**src/rtl/lu_vector_sequencer.sv**
```systemverilog
// Self-test sequencer: sweeps all 16 {x,y,e1,e0} vectors into the 4:1 logic
// unit, captures w per vector and compares the word against a signature.
module lu_vector_sequencer #(
   parameter int unsigned HOLD   = 1,
   parameter logic [15:0] EXPECT = 16'h655A
) (
   input  logic        clk,
   input  logic        rst_n,
   input  logic        start,
   input  logic        ready,
   input  logic        w,
   output logic        x,
   output logic        y,
   output logic        e1,
   output logic        e0,
   output logic        valid,
   output logic        busy,
   output logic        done,
   output logic        pass,
   output logic [15:0] result
);

   localparam int unsigned IDX_W   = 4;
   localparam int unsigned CNT_W   = 4;
   localparam int unsigned RES_W   = 16;
   localparam logic [CNT_W-1:0] HOLD_LAST = CNT_W'(HOLD - 1);
   localparam logic [IDX_W-1:0] IDX_LAST  = IDX_W'(15);

   typedef enum logic [1:0] {
      IDLE   = 2'd0,
      DRIVE  = 2'd1,
      SETTLE = 2'd2,
      DONE   = 2'd3
   } state_t;

   state_t             state_q, state_d;
   logic [IDX_W-1:0]   idx_q, idx_d;
   logic [CNT_W-1:0]   hold_cnt_q, hold_cnt_d;
   logic [RES_W-1:0]   result_q, result_d;
   logic               pass_q, pass_d;
   logic [IDX_W-1:0]   vec_q, vec_d;
   logic               valid_q, valid_d;
   logic               busy_q, busy_d;
   logic               done_q, done_d;

   // State register and registered outputs; synchronous active-low reset.
   always_ff @(posedge clk) begin
      if (!rst_n) begin
         state_q    <= IDLE;
         idx_q      <= '0;
         hold_cnt_q <= '0;
         result_q   <= '0;
         pass_q     <= 1'b0;
         vec_q      <= '0;
         valid_q    <= 1'b0;
         busy_q     <= 1'b0;
         done_q     <= 1'b0;
      end else begin
         state_q    <= state_d;
         idx_q      <= idx_d;
         hold_cnt_q <= hold_cnt_d;
         result_q   <= result_d;
         pass_q     <= pass_d;
         vec_q      <= vec_d;
         valid_q    <= valid_d;
         busy_q     <= busy_d;
         done_q     <= done_d;
      end
   end

   // Next state, sweep bookkeeping and next-cycle output values.
   always_comb begin
      state_d    = state_q;
      idx_d      = idx_q;
      hold_cnt_d = hold_cnt_q;
      result_d   = result_q;
      pass_d     = pass_q;

      unique case (state_q)
         IDLE: begin
            if (start) begin
               result_d = '0;
               pass_d   = 1'b0;
               idx_d    = '0;
               state_d  = DRIVE;
            end
         end
         DRIVE: begin
            if (ready) begin
               hold_cnt_d = '0;
               state_d    = SETTLE;
            end
         end
         SETTLE: begin
            hold_cnt_d = CNT_W'(hold_cnt_q + CNT_W'(1));
            // w is only trusted on the last settle cycle
            if (hold_cnt_q == HOLD_LAST) begin
               result_d[idx_q] = w;
               if (idx_q == IDX_LAST) begin
                  pass_d  = ({w, result_q[14:0]} == EXPECT);
                  state_d = DONE;
               end else begin
                  idx_d   = IDX_W'(idx_q + IDX_W'(1));
                  state_d = DRIVE;
               end
            end
         end
         DONE: begin
            idx_d   = '0;
            state_d = IDLE;
         end
         default: state_d = IDLE;
      endcase

      vec_d   = idx_d;
      valid_d = (state_d == DRIVE);
      busy_d  = (state_d != IDLE);
      done_d  = (state_d == DONE);
   end

   assign x      = vec_q[3];
   assign y      = vec_q[2];
   assign e1     = vec_q[1];
   assign e0     = vec_q[0];
   assign valid  = valid_q;
   assign busy   = busy_q;
   assign done   = done_q;
   assign pass   = pass_q;
   assign result = result_q;

endmodule
```
**config.mk**
```make
export PLATFORM = sky130hd
export DESIGN_NAME = lu_vector_sequencer
export DESIGN_NICKNAME = d
export VERILOG_FILES = /design/src/rtl/lu_vector_sequencer.sv
export SDC_FILE = /design/constraint.sdc
export NUM_CORES = 1
export LEC_CHECK = 0
export CAP_MARGIN = 20
export CORE_UTILIZATION = 56
export CTS_BUF_LIST = sky130_fd_sc_hd__clkbuf_16
export DETAILED_ROUTE_END_ITERATION = 10
export PLACE_DENSITY = 0.95
export SYNTH_ARGS = -nofsm -noshare
export SYNTH_HDL_FRONTEND = slang
export SYNTH_SLANG_ARGS = --single-unit
```
**constraint.sdc**
```tcl
create_clock -name clk -period 4.08 [get_ports clk]
set_input_delay 0.408 -clock clk [delete_from_list [all_inputs] [get_ports clk]]
set_output_delay 0.408 -clock clk [all_outputs]
set_load 0.01 [all_outputs]
```
==> impl_metrics.csv, run 1 <==
group,metric,value,unit
critical_path,end_kind,"flop",
placed_design,gp_congestion,0.865,
logic_synthesis,synth_compound_area_share,23.9,%
global_routing,track_usage,30.9,%
clock_tree,cts_buffer_depth,2,
logic_synthesis,yosys-mux-area-fraction,0.612,%
floorplanning,rows,19,
clock_tree,tritoncts,"built",
logic_synthesis,ys_async_sr_fraction,0,%
logic_synthesis,synthAdderAreaFrac,6.88,%
sta,hold_viol,0,
floorplanning,die_h,56.1,microns
floorplanning,pin_count,29,
pwr,peakVddDrop,633,uV
clock_tree,htreeDepth,2,
global_routing,grt_pass1_wl,7.56,mm
logic_synthesis,synthTopCellsByArea,"dfxtp_1, nand2_1, ha_1",
sta,finClkSkew,0.00742,ns
global_routing,grt_pass1_vias,1566,
clock_tree,clock-sinks,30,
critical_path,cp.required,4.28,ns
flow_run,maxCapViolations,0,
run_status,outcome,"completed",
critical_path,rr_startpoint,"state_q[0]",
critical_path,r2r_cells,7,
global_routing,antenna_found_initial,0,
critical_path,crit_path_start_kind,"flop",
logic_synthesis,synth_edf_count,0,
routing,final_antenna_net_count,0,
critical_path,critPathKind,"reg2reg",
cells_and_area,post-route-util,76.4,%
clock_tree,root_buffer,"clkbuf_16",
pwr,power,0.913,mW
critical_path,timing.critical_path.to,"result[8]",
sta,finalSetupViolCount,0,
logic_synthesis,synth-simple-area-share,26.4,%
logic_synthesis,synth_top_area_share,36.7,%
global_routing,grt_overflow,0,
sta,slew_headroom,65.9,%
pwr,p_per_area,434,mW/mm^2
routing,drc,0,
clock_tree,insertion_delay,0.28,ns
logic_synthesis,synth_xor_area_share,0,%
logic_synthesis,synth_ff_type,"dfxtp_1",
cells_and_area,nets,246,
critical_path,cp_max_fo,19,
logic_synthesis,synth-seq-cells,30,
clock_tree,post-cts-setup-buffers,0,
sta,min_period,2.39,ns
routing,wl_per_cell,16.7,microns
critical_path,cp_data_arrival_time,2.59,ns
logic_synthesis,avgSynthCellArea,7.94,sq um
placed_design,place_area,0.00192,sq mm
floorplanning,die-area,0.00314,sq mm
logic_synthesis,postSynthCellCount,206,
logic_synthesis,synth-seq-area-share,36.7,%
sta,finalMaxSlewViolations,0,
critical_path,critPathLaunch,"state_q[0]",
routing,vias,1673,
cells_and_area,syn_to_final_growth,28.7,%
global_routing,grt_max_degree,27,
sta,worst_pin_slew,0.512,ns
critical_path,rrSetupSlack,1.69,ns
routing,drt_iter0_markers,86,
logic_synthesis,synth_nets,220,
logic_synthesis,syn_area,0.00164,sq mm
clock_tree,cts_hold_buf,0,
cells_and_area,finalInstanceArea,0.00211,sq mm
placed_design,io_buffers,28,
pwr,p_leak,0.736,nW
placed_design,dpl.hpwl,2.91,mm
clock_tree,clk_pin_slew,0.05,ns
routing,viasPerCell,6.34,
logic_synthesis,post_synth_num_cell_types,37,
clock_tree,cts_resized,0,
sta,max_freq,419,MHz
cells_and_area,drive_gt1_share,11.2,%
logic_synthesis,yosysTopAreaCell,"dfxtp_1",
worst_hold_path,hold_path.class,"reg2reg",
routing,drt-pass1-iter-count,5,
clock_tree,numCtsBuffers,5,
critical_path,reg2reg_to,"result[8]",
logic_synthesis,ys_warn_count,0,
floorplanning,core-area,0.00276,sq mm
sta,rsz0062_at_grt,"no",
floorplanning,start_util,59.3,%
worst_hold_path,min_path_cells,2,
cells_and_area,antenna_cells,0,
floorplanning,dieWidth,56.1,microns
sta,fin_crit_sh,58.6,%
routing,drt_wl_total,4.42,mm
sta,finalSetupTns,0,ns
logic_synthesis,synth_top_family_by_area,"simple AND/OR/NAND/NOR gates",
==> critical path, cell delays in order (launching register included) <==
cell and delay, ns:
dfxtp_1 0.31, inv_1 0.11, ha_1 0.49, buf_4 0.34, and4bb_2 0.37, and3_1 0.28, nand2_1 0.17, o22ai_1 0.22
==> synthesized netlist by cell type, drive strengths merged, types with 5 or more instances <==
cell / n
ha: 9
o22ai: 15
o21ai: 12
a21oi: 21
clkbuf: 7
nand2: 41
nand3: 10
nor2b: 5
inv: 9
dfxtp: 30
nor2: 9
==> registers in the layout, summed over array words and instances (netlist names) <==
name,flops
vec_q,4
valid,1
pass,1
hold_cnt_q,4
state_q,2
done,1
busy,1
result,16
==> where the power goes <==
group | total, mW | leakage, nW | switching (mW) | internal, mW
registers | 0.304 | 0.242 | 0.00329 | 0.301
clock network | 0.476 | 0.0915 | 0.129 | 0.347
logic | 0.132 | 0.402 | 0.0806 | 0.0519
==> stage by stage <==
stage,setup slack (ns),hold WS (ns),cells
floorplan,2.37,0.467,206
global placement,1.92,0.446,256
detailed placement,1.80,0.449,256
CTS,1.73,0.473,264
global route,1.54,0.502,264
finish,1.69,0.472,264
==> layout make-up <==
type | instances | area, sq um
Clock buffer | 5 | 125
Clock inverter | 3 | 63.8
Fill cell | 191 | 652
Inverter | 10 | 37.5
Multi-Input combinational cell | 155 | 945
Sequential cell | 30 | 601
Tap cell | 31 | 38.8
Timing Repair Buffer | 30 | 295
==> cell families (layout without fill, tap and decap cells) <==
logic type | count (synthesis) | after routing
AOI/OAI and AO/OA | 58 | 58
and+or+nand+nor | 87 | 87
muxes | 1 | 1
DFF | 30 | 30
buffers and inverters | 21 | 48
adders and majority gates | 9 | 9
==> worst min-delay path by stage <==
stage	startpoint	endpoint
floorplan	hold_cnt_q[0]	hold_cnt_q[0]
global placement	pass	pass
detailed placement	pass	pass
CTS	result[9]	result[9]
global route	result[10]	result[10]
finish	pass	pass
==> cell usage in the layout, fill, tap and decap left out, drive strengths merged <==
cell | Yosys | layout
nand2 | 41 | 41
dfxtp | 30 | 30
clkdlybuf4s50 | 0 | 28
a21oi | 21 | 21
o22ai | 15 | 15
o21ai | 12 | 12
nand3 | 10 | 10
inv | 9 | 9
nor2 | 9 | 9
ha | 9 | 9
nor2b | 5 | 5
clkbuf | 7 | 5
nand2b | 4 | 4
and3 | 4 | 4
nand4 | 4 | 4
a31oi | 3 | 3
clkinv | 1 | 2
nor3 | 2 | 2
bufinv | 0 | 2
buf | 4 | 2
o31ai | 2 | 2
and2 | 2 | 2
and4bb | 1 | 1
or3b | 1 | 1
a211o | 1 | 1
a32oi | 1 | 1
a221o | 1 | 1
a22oi | 1 | 1
o211ai | 1 | 1
or4bb | 1 | 1
nand4b | 1 | 1
or4b | 1 | 1
nor4bb | 1 | 1
mux2i | 1 | 1
==> layer usage <==
metal  part of all wire, %  GRT usage, %  vias up
li1                      -             -      787
met1                    40          40.1      779
met2                    49          49.1       88
met3                   6.5          5.81       19
met4                   3.9          15.3        0
met5                     0             0        -
No activity file was read; power rests on OpenSTA's default activity.
==> run 2: changes to the inputs <==
- CORE_UTILIZATION: 56 -> 52
- PLACE_DENSITY: 0.95 -> 0.9
- clock period: 4.08 -> 2.2 ns (I/O delays scaled with it)
==> run 2 against run 1 <==
Effect of this change:
- combinational power up 78%
- sequential power up 86%
- critical endpoint is now result[4]
- hold slack better by 0.0013 ns
- register-to-register slack worse by 1.4 ns
- global-route usage down 5.6 points
==> impl_metrics.csv, run 2 (synthesis results as in run 1) <==
group,metric,value,unit
run_status,outcome,"completed",
routing,viasPerCell,5.71,
floorplanning,start_util,56.9,%
pwr,p_leak,0.717,nW
pwr,pwr-share-clk,43.9,%
sta,min_period,1.93,ns
pwr,peakVddDrop,586,uV
cells_and_area,final_common_cell,"nand2_1",
floorplanning,die-area,0.00338,sq mm
cells_and_area,layout_common_cells,"nand2_1, dfxtp_1, clkdlybuf4s50_1",
sta,finClkSkew,0.00378,ns
clock_tree,htreeDepth,2,
sta,fin_crit_sh,87.6,%
global_routing,grt_pass1_vias,1405,
pwr,p_sw,0.364,mW
sta,rsz0062_at_grt,"no",
critical_path,max_stage_delay,0.40,ns
floorplanning,pin_count,29,
pwr,p_per_area,687,mW/mm^2
critical_path,cp_top_family,"simple AND/OR/NAND/NOR gates",
clock_tree,post-cts-setup-buffers,0,
global_routing,track_usage,25.4,%
cells_and_area,syn_to_final_growth,26.8,%
sta,finalSetupViolCount,0,
critical_path,critPathKind,"reg2reg",
routing,wl_per_cell,14.4,microns
pwr,switching_share,25.6,%
floorplanning,die_h,58.1,microns
clock_tree,cts_buffer_depth,2,
routing,drt_iter0_markers,103,
placed_design,dpl.hpwl,2.62,mm
sta,finalSetupTns,0,ns
routing,vias,1575,
placed_design,io_buffers,28,
routing,drc,0,
critical_path,crit_buf_inv,0,
flow_run,maxCapViolations,0,
sta,slew_headroom,66.5,%
pwr,pwr-share-seq,39.6,%
critical_path,end_kind,"flop",
pwr,power.internal,1.06,mW
critical_path,cp.required,2.39,ns
sta,max_freq,519,MHz
clock_tree,tritoncts,"built",
critical_path,critPathSlowestCell,"ha_1",
placed_design,gp_congestion,0.909,
critical_path,cp_data_arrival_time,2.12,ns
floorplanning,rows,19,
sta,hold_slack,0.473,ns
critical_path,cp_max_fo,10,
cells_and_area,drive_gt1_share,10.7,%
routing,drt_wl_total,3.98,mm
critical_path,crit_path_start_kind,"flop",
floorplanning,core-area,0.00288,sq mm
floorplanning,dieWidth,58.1,microns
global_routing,antenna_found_initial,0,
routing,final_antenna_net_count,0,
clock_tree,cts_resized,0,
clock_tree,numCtsBuffers,5,
routing,drt-pass1-iter-count,4,
clock_tree,clk_pin_slew,0.05,ns
sta,finalMaxSlewViolations,0,
global_routing,grt_pass1_wl,6.46,mm
cells_and_area,antenna_cells,0,
clock_tree,cts_hold_buf,0,
global_routing,grt_overflow,0,
pwr,combPwrFrac,16.5,%
cells_and_area,nets,247,
critical_path,worstPathCellList,"ha_1, and4bb_2, and3_1, nand2_1, o22ai_1",
clock_tree,clock-sinks,30,
sta,hold_viol,0,
worst_hold_path,hold_path.class,"reg2reg",
cells_and_area,largest_register_ffs,16,
global_routing,grt_max_degree,25,
critical_path,rrSetupSlack,0.27,ns
clock_tree,root_buffer,"clkbuf_16",
sta,worst_pin_slew,0.497,ns
cells_and_area,post-route-util,72.1,%
clock_tree,insertion_delay,0.27,ns
[run 2: cell count changes in the layout (fill, tap and decap cells not counted), sizes merged]
cell,previous run,this run
buf,2,3
clkinv,2,4
bufinv,2,0
[run 2: worst min-delay path: cells and delay by family (launching register included)]
family / cells / cell delay, ns
flops: 1 / 0.31
compound gates: 1 / 0.06
simple gates: 1 / 0.05
[run 2: metal layers]
layer	routed length (microns)	global-route usage, %	up-vias
met5	0	0	-
met4	44	7.14	0
met3	277	7.59	6
met2	1850	39.7	68
met1	1810	33.9	724
li1	-	-	777
[run 2: path summary, 6_finish.rpt]
| kind | to | cells past startpoint | startpoint |
|---|---|---|---|
| max reg2reg | result[4] | 5 | state_q[1] |
| min | result[15] | 2 | result[15] |
| max | result[4] | 5 | state_q[1] |
| min reg2reg | result[15] | 2 | result[15] |
[run 2: stage by stage]
step / power (mW) / cell area, sq um / worst slack [ns] / std cells
after floorplan: 0.759 / 1640 / 0.486 / 206
after global placement: 0.798 / 1940 / 0.379 / 268
after detailed placement: 0.802 / 1940 / 0.348 / 268
after CTS: 1.42 / 2070 / 0.329 / 276
after global routing: 1.48 / 2070 / 0.149 / 276
final: 1.42 / 2070 / 0.273 / 276
[run 2: power by group through the flow]
stage               combinational (mW)  sequential [mW]  clock, mW
floorplan                        0.180            0.579          0
global placement                 0.224            0.574          0
detailed placement               0.228            0.574          0
CTS                              0.232            0.564      0.629
global route                     0.255            0.564      0.665
finish                           0.235            0.564      0.626
[run 2: area by class of cell]
cell class,instances,area [sq um]
repair buffers,31,303
clock inverters,3,11.3
clock buffers,5,125
flip-flops and latches,30,601
inverters,10,37.5
well taps,42,52.6
fillers,215,802
multi-input cells,155,945
